--- src/rtl/regfile_mp_pkg.sv ---
// Shared sizing defaults for the multi-port register file and its scoreboard.
package regfile_mp_pkg;

  // Datapath word width and architectural register count
  localparam int WORDSIZE = 32;
  localparam int REG_NUM  = 32;

  // Default port counts for the core register file
  localparam int RF_NREAD  = 2;
  localparam int RF_NWRITE = 1;

endpackage

--- src/rtl/regfile_scoreboard.sv ---
// Per-register busy tracking: one bit per register, set when a producer issues,
// cleared when its result is written back. A fresh issue beats a same-cycle clear.
module regfile_scoreboard #(
  parameter int NREGS    = 32,
  parameter int NWRITE   = 1,
  parameter int NREAD    = 2,
  parameter int AW       = 5,
  parameter int ZERO_REG = 1
) (
  input  logic                 CLK,
  input  logic                 reset,
  input  logic [NWRITE-1:0]    we,
  input  logic [NWRITE*AW-1:0] waddr,
  input  logic                 issueValid,
  input  logic [AW-1:0]        issueAddr,
  input  logic [NREAD*AW-1:0]  raddr,
  output logic [NREAD-1:0]     busyRead
);

  logic [NREGS-1:0] busy;
  logic [NREGS-1:0] busyNext;

  // Next busy vector: writebacks clear first, then an issue sets (newest producer wins)
  always_comb begin
    busyNext = busy;
    for (int j = 0; j < NWRITE; j++) begin
      if (we[j]) begin
        busyNext[waddr[j*AW +: AW]] = 1'b0;
      end
    end
    if (issueValid && !(ZERO_REG != 0 && issueAddr == '0)) begin
      busyNext[issueAddr] = 1'b1;
    end
  end

  // Busy register, cleared asynchronously so nothing looks in flight after reset
  always_ff @(posedge CLK or posedge reset) begin
    if (reset) begin
      busy <= '0;
    end else begin
      busy <= busyNext;
    end
  end

  // Per read port lookup; a hardwired zero register is never busy
  always_comb begin
    busyRead = '0;
    for (int i = 0; i < NREAD; i++) begin
      busyRead[i] = busy[raddr[i*AW +: AW]];
      if (ZERO_REG != 0 && raddr[i*AW +: AW] == '0) begin
        busyRead[i] = 1'b0;
      end
    end
  end

endmodule

--- src/rtl/regfile_mp.sv ---
// Multi-port integer register file: combinational reads, clocked writes with
// highest-port priority, optional hardwired r0, optional write-to-read bypass,
// and a busy scoreboard for hazard detection between issue and writeback.
module regfile_mp
  import regfile_mp_pkg::*;
#(
  parameter int  WIDTH    = WORDSIZE,
  parameter int  NREGS    = REG_NUM,
  parameter int  NREAD    = RF_NREAD,
  parameter int  NWRITE   = RF_NWRITE,
  parameter int  ZERO_REG = 1,
  parameter int  BYPASS   = 1,
  localparam int AW       = $clog2(NREGS)
) (
  input  logic                    CLK,
  input  logic                    reset,
  input  logic [NREAD*AW-1:0]     raddr,
  output logic [NREAD*WIDTH-1:0]  rdata,
  output logic [NREAD-1:0]        rbusy,
  input  logic [NWRITE-1:0]       we,
  input  logic [NWRITE*AW-1:0]    waddr,
  input  logic [NWRITE*WIDTH-1:0] wdata,
  input  logic                    issue_valid,
  input  logic [AW-1:0]           issue_addr
);

  logic [WIDTH-1:0] regs [NREGS];
  logic [NREAD-1:0] busyRead;
  logic [AW-1:0]    readAddr;
  logic [WIDTH-1:0] readWord;
  logic             writeHit;
  logic             issueHit;

  regfile_scoreboard #(
    .NREGS   (NREGS),
    .NWRITE  (NWRITE),
    .NREAD   (NREAD),
    .AW      (AW),
    .ZERO_REG(ZERO_REG)
  ) scoreboard (
    .CLK       (CLK),
    .reset     (reset),
    .we        (we),
    .waddr     (waddr),
    .issueValid(issue_valid),
    .issueAddr (issue_addr),
    .raddr     (raddr),
    .busyRead  (busyRead)
  );

  // Storage: ports applied in ascending order so the highest index wins a collision
  always_ff @(posedge CLK or posedge reset) begin
    if (reset) begin
      for (int r = 0; r < NREGS; r++) begin
        regs[r] <= '0;
      end
    end else begin
      for (int j = 0; j < NWRITE; j++) begin
        if (we[j] && !(ZERO_REG != 0 && waddr[j*AW +: AW] == '0)) begin
          regs[waddr[j*AW +: AW]] <= wdata[j*WIDTH +: WIDTH];
        end
      end
    end
  end

  // Read ports with bypass forwarding and busy override; everything reads 0 during reset
  always_comb begin
    rdata    = '0;
    rbusy    = '0;
    readAddr = '0;
    readWord = '0;
    writeHit = 1'b0;
    issueHit = 1'b0;
    for (int i = 0; i < NREAD; i++) begin
      readAddr = raddr[i*AW +: AW];
      readWord = regs[readAddr];
      writeHit = 1'b0;
      for (int j = 0; j < NWRITE; j++) begin
        if (we[j] && waddr[j*AW +: AW] == readAddr) begin
          writeHit = 1'b1;
          if (BYPASS != 0) begin
            readWord = wdata[j*WIDTH +: WIDTH];
          end
        end
      end
      issueHit = issue_valid && (issue_addr == readAddr);
      if (ZERO_REG != 0 && readAddr == '0) begin
        readWord = '0;
      end
      rdata[i*WIDTH +: WIDTH] = reset ? '0 : readWord;
      rbusy[i] = !reset && busyRead[i] && !(BYPASS != 0 && writeHit && !issueHit);
    end
  end

endmodule

--- config.mk ---
export PLATFORM = sky130hd
export DESIGN_NAME = regfile_mp
export DESIGN_NICKNAME = d
export VERILOG_FILES = /design/src/rtl/regfile_mp_pkg.sv /design/src/rtl/regfile_scoreboard.sv /design/src/rtl/regfile_mp.sv
export SDC_FILE = /design/constraint.sdc
export NUM_CORES = 2
export LEC_CHECK = 0
export BUFFER_PORTS_ARGS = -buffer_cell sky130_fd_sc_hd__buf_2
export CAP_MARGIN = 30
export CORE_ASPECT_RATIO = 1.25
export CORE_UTILIZATION = 47
export CTS_CLUSTER_DIAMETER = 30
export CTS_CLUSTER_SIZE = 25
export DETAILED_ROUTE_END_ITERATION = 6
export GPL_TIMING_DRIVEN = 0
export HOLD_SLACK_MARGIN = 0.12
export SLEW_MARGIN = 20
export SYNTH_ARGS = -nofsm -noshare
export SYNTH_HDL_FRONTEND = slang
export SYNTH_SLANG_ARGS = --single-unit
--- constraint.sdc ---
create_clock -name CLK -period 68 [get_ports CLK]
set_clock_uncertainty 0.05 [all_clocks]
set_input_delay 6.8 -clock CLK [delete_from_list [all_inputs] [get_ports CLK]]
set_output_delay 6.8 -clock CLK [all_outputs]
set_load 0.05 [all_outputs]
==> out/qor.yml <==
synthesis:
  synth_simple_gate_area_frac: 0.0258
  synth_xor_area_frac: 0.00307
  synth-edff-count: 0
  synth_area_sq_um: 57000
  synthesis.nets: 4196
  netlist_instances: 4140
  synthAdderAreaFrac: 0
  synthMuxAreaShare: 0.400
  synth_ff_type: "dfrtp_1"
  yosysUniqueCellTypes: 48
  ys_seq_elements: 1056
  synth_top_family_by_area: "multiplexers"
  synth-seq-area-share: 0.463
  syn_area_per_cell_sq_um: 13.8
  async_reset_ff_frac: 1.00
  synth-compound-area-share: 0.0704
  synth_warnings: 0
cts:
  cts_made_buffers: 226
  path_clk_slew_ps: 40
  clock_latency_ps: 860
  cts_hold_buf: 0
  clock-root-buffer: "clkbuf_16"
  htree_levels: 4
  cts_resized: 0
  tritoncts: "yes"
  cts.path.max_buffers: 3
  cts_setup_buffers: 0
  cts_sinks: 1056
sta:
  drv_slew: 0
  fin_crit_sh: 0.255
  tns_ps: 0
  rsz0062_at_grt: "no"
  worst_hold_slack_ps: 424
  hold_viol_final: 0
  period_needed_ps: 17310
  final.setup.worst_slack_ps: 50690
  setup_violations: 0
  max_freq_mhz: 57.8
  tightest_slew_ps: 1150
  slew_headroom: 0.236
routing:
  routed_wl_microns: 251000
  wl_per_cell_microns: 39.7
  drcViolationCount: 0
  firstDrtPassIters: 6
  drt_iter0_markers: 5880
  antenna_left: 0
  via_per_inst: 6.98
  via_count: 44191
die:
  core_sq_um: 120000
  die_w_microns: 314
  dieArea_sq_um: 123000
  row_count: 142
  die_h_microns: 391
  start_util: 0.475
  num_io_pins: 122
layout:
  drive_gt1_frac: 0.272
  stdcell_count: 6331
  fill_cells: 9941
  nets: 4597
  area_growth_syn_to_layout_pct: 20.7
worst_setup_path:
  crit_arrival_ps: 10460
  path_class: "in2out"
  reg2reg_depth: 1
  crit-reg2reg-launch: "regs[269]"
  start_kind: "input port"
  rr_endpoint: "regs[269]"
  crit_required_ps: 61150
  endpoint_kind: "primary output"
  cp_max_fo: 10
  ff2ff_setup_slack_ps: 67090
status:
  status: "finished clean"
run:
  max_cap_viol_count: 0
grt:
  grt_pass1_vias: 44558
  grt_pass1_wl_microns: 348000
  grt_max_degree: 106
  grt_util_all_layers: 0.412
  antenna_found_initial: 11
  grt_overflow_total: 0
placed_design:
  place.gp.congestion: 0.987
  port_buffers: 102
  post-dp-hpwl_microns: 174000
  dp.cells: 5888
  place_ws_ps: 50970
worst_hold_path:
  hold_start: "regs[1018]"
  whs_path_depth: 1
  hold_end: "regs[1018]"
  hold_class: "reg2reg"
power_and_ir_drop:
  p_leak_uw: 0.0309
  ir_drop_uv: 26.0
  powerDensity_nw_per_um2: 35.1
  p_total_uw: 2420
==> cells in the final DEF (no fill, tap or decap), drive strengths merged, types with 24 or more instances in the layout <==
master / n
a211oi: 32
a21oi: 33
a22o: 24
a22oi: 55
a31oi: 24
a32o: 32
buf: 392
bufinv: 34
clkbuf: 554
clkinv: 59
clkinvlp: 24
dfrtp: 1056
inv: 41
mux2: 993
mux2i: 347
mux4: 362
nand2: 76
nand3: 25
nor2: 86
nor2b: 30
nor3: 28
o21ai: 32
o221ai: 55
o22ai: 183
==> metal layers <==
layer / wire length (microns) / GRT usage / part of all wire / up-vias
met5: 93 / 0.00319 / 0.00037 / -
met4: 23900 / 0.334 / 0.095 / 10
met3: 28800 / 0.132 / 0.11 / 1030
met2: 110000 / 0.607 / 0.44 / 3356
met1: 88800 / 0.495 / 0.35 / 22943
li1: - / - / - / 16852
==> per-stage QoR <==
step / cell area, sq um / utilization
after global routing: 68800 / 0.573
after global placement: 59500 / 0.496
final: 68800 / 0.573
after floorplan: 57000 / -
after detailed placement: 60500 / 0.504
after CTS: 68700 / 0.572
==> critical path: stages <==
cell and delay (ps):
buf_2 260, buf_2 610, buf_2 500, buf_1 770, a211oi_1 90, a31oi_1 200, a21oi_1 90, nor3_1 370
o22a_1 410, buf_2 330
==> registers in the layout, indices dropped and copies added (netlist names) <==
register         flops
scoreboard.busy     32
regs              1024
==> cell type report <==
cell class,count,area (sq um),share of cell area
Inverter,25,101,0.00147
Clock inverter,133,1800,0.0262
Tap cell,1584,1980,0.0288
Sequential cell,1056,26400,0.384
Clock buffer,293,6360,0.0924
Buffer,480,2110,0.0307
Timing Repair Buffer,173,1550,0.0224
Multi-Input combinational cell,2579,28500,0.414
Antenna cell,8,20.0,0.000291
==> power breakdown <==
part           leakage [uW]  switching [uW]  total (uW)  internal [uW]
Sequential           0.0135            95.7         846            751
Clock               0.00397             387        1170            786
Combinational        0.0134             205         399            193
Total                0.0309             688        2420           1730
==> how the worst max path moves through the flow <==
stage                     end     start  slack, ps
finish              rdata[63]  raddr[6]      50690
global route        rdata[54]  raddr[6]      50730
detailed placement  rdata[63]  raddr[6]      50970
floorplan             regs[0]     reset      31280
global placement    regs[142]     reset      18200
CTS                 rdata[63]  raddr[6]      50970
==> cell usage after synthesis (5+ instances only) <==
cell type	instances	share of area
a2111oi_0	9	0.0014
a21oi_1	33	0.0029
dfrtp_1	1056	0.46
mux2_1	864	0.17
a32o_1	32	0.0056
o31ai_1	23	0.0030
a211oi_1	32	0.0042
nor3b_1	9	0.0012
clkbuf_1	261	0.017
o311ai_1	9	0.0014
buf_1	60	0.0039
nand2b_1	5	0.00055
o2111a_1	9	0.0018
o32a_1	9	0.0016
inv_1	25	0.0016
nand3_1	25	0.0022
nor2_1	86	0.0057
nand2_1	76	0.0050
nor2b_1	30	0.0033
mux4_2	362	0.14
o22a_1	23	0.0035
nand3b_1	12	0.0016
nor3_1	28	0.0025
o21ai_0	28	0.0025
mux2_2	129	0.025
a22o_1	24	0.0037
buf_2	145	0.013
o22ai_1	183	0.020
nor4_1	14	0.0015
a31oi_1	24	0.0026
o221ai_1	55	0.0084
buf_4	12	0.0016
a22oi_1	55	0.0072
mux2i_1	347	0.061
xor2_1	16	0.0025
==> cell families after synthesis <==
kind of cell,count (synthesis)
AO/OA/AOI/OAI,553
flip-flops,1056
multiplexers,1702
buffers and inverters,505
AND/OR/NAND/NOR,304
XOR/XNOR,20
Power figures use the tool's default switching activity.
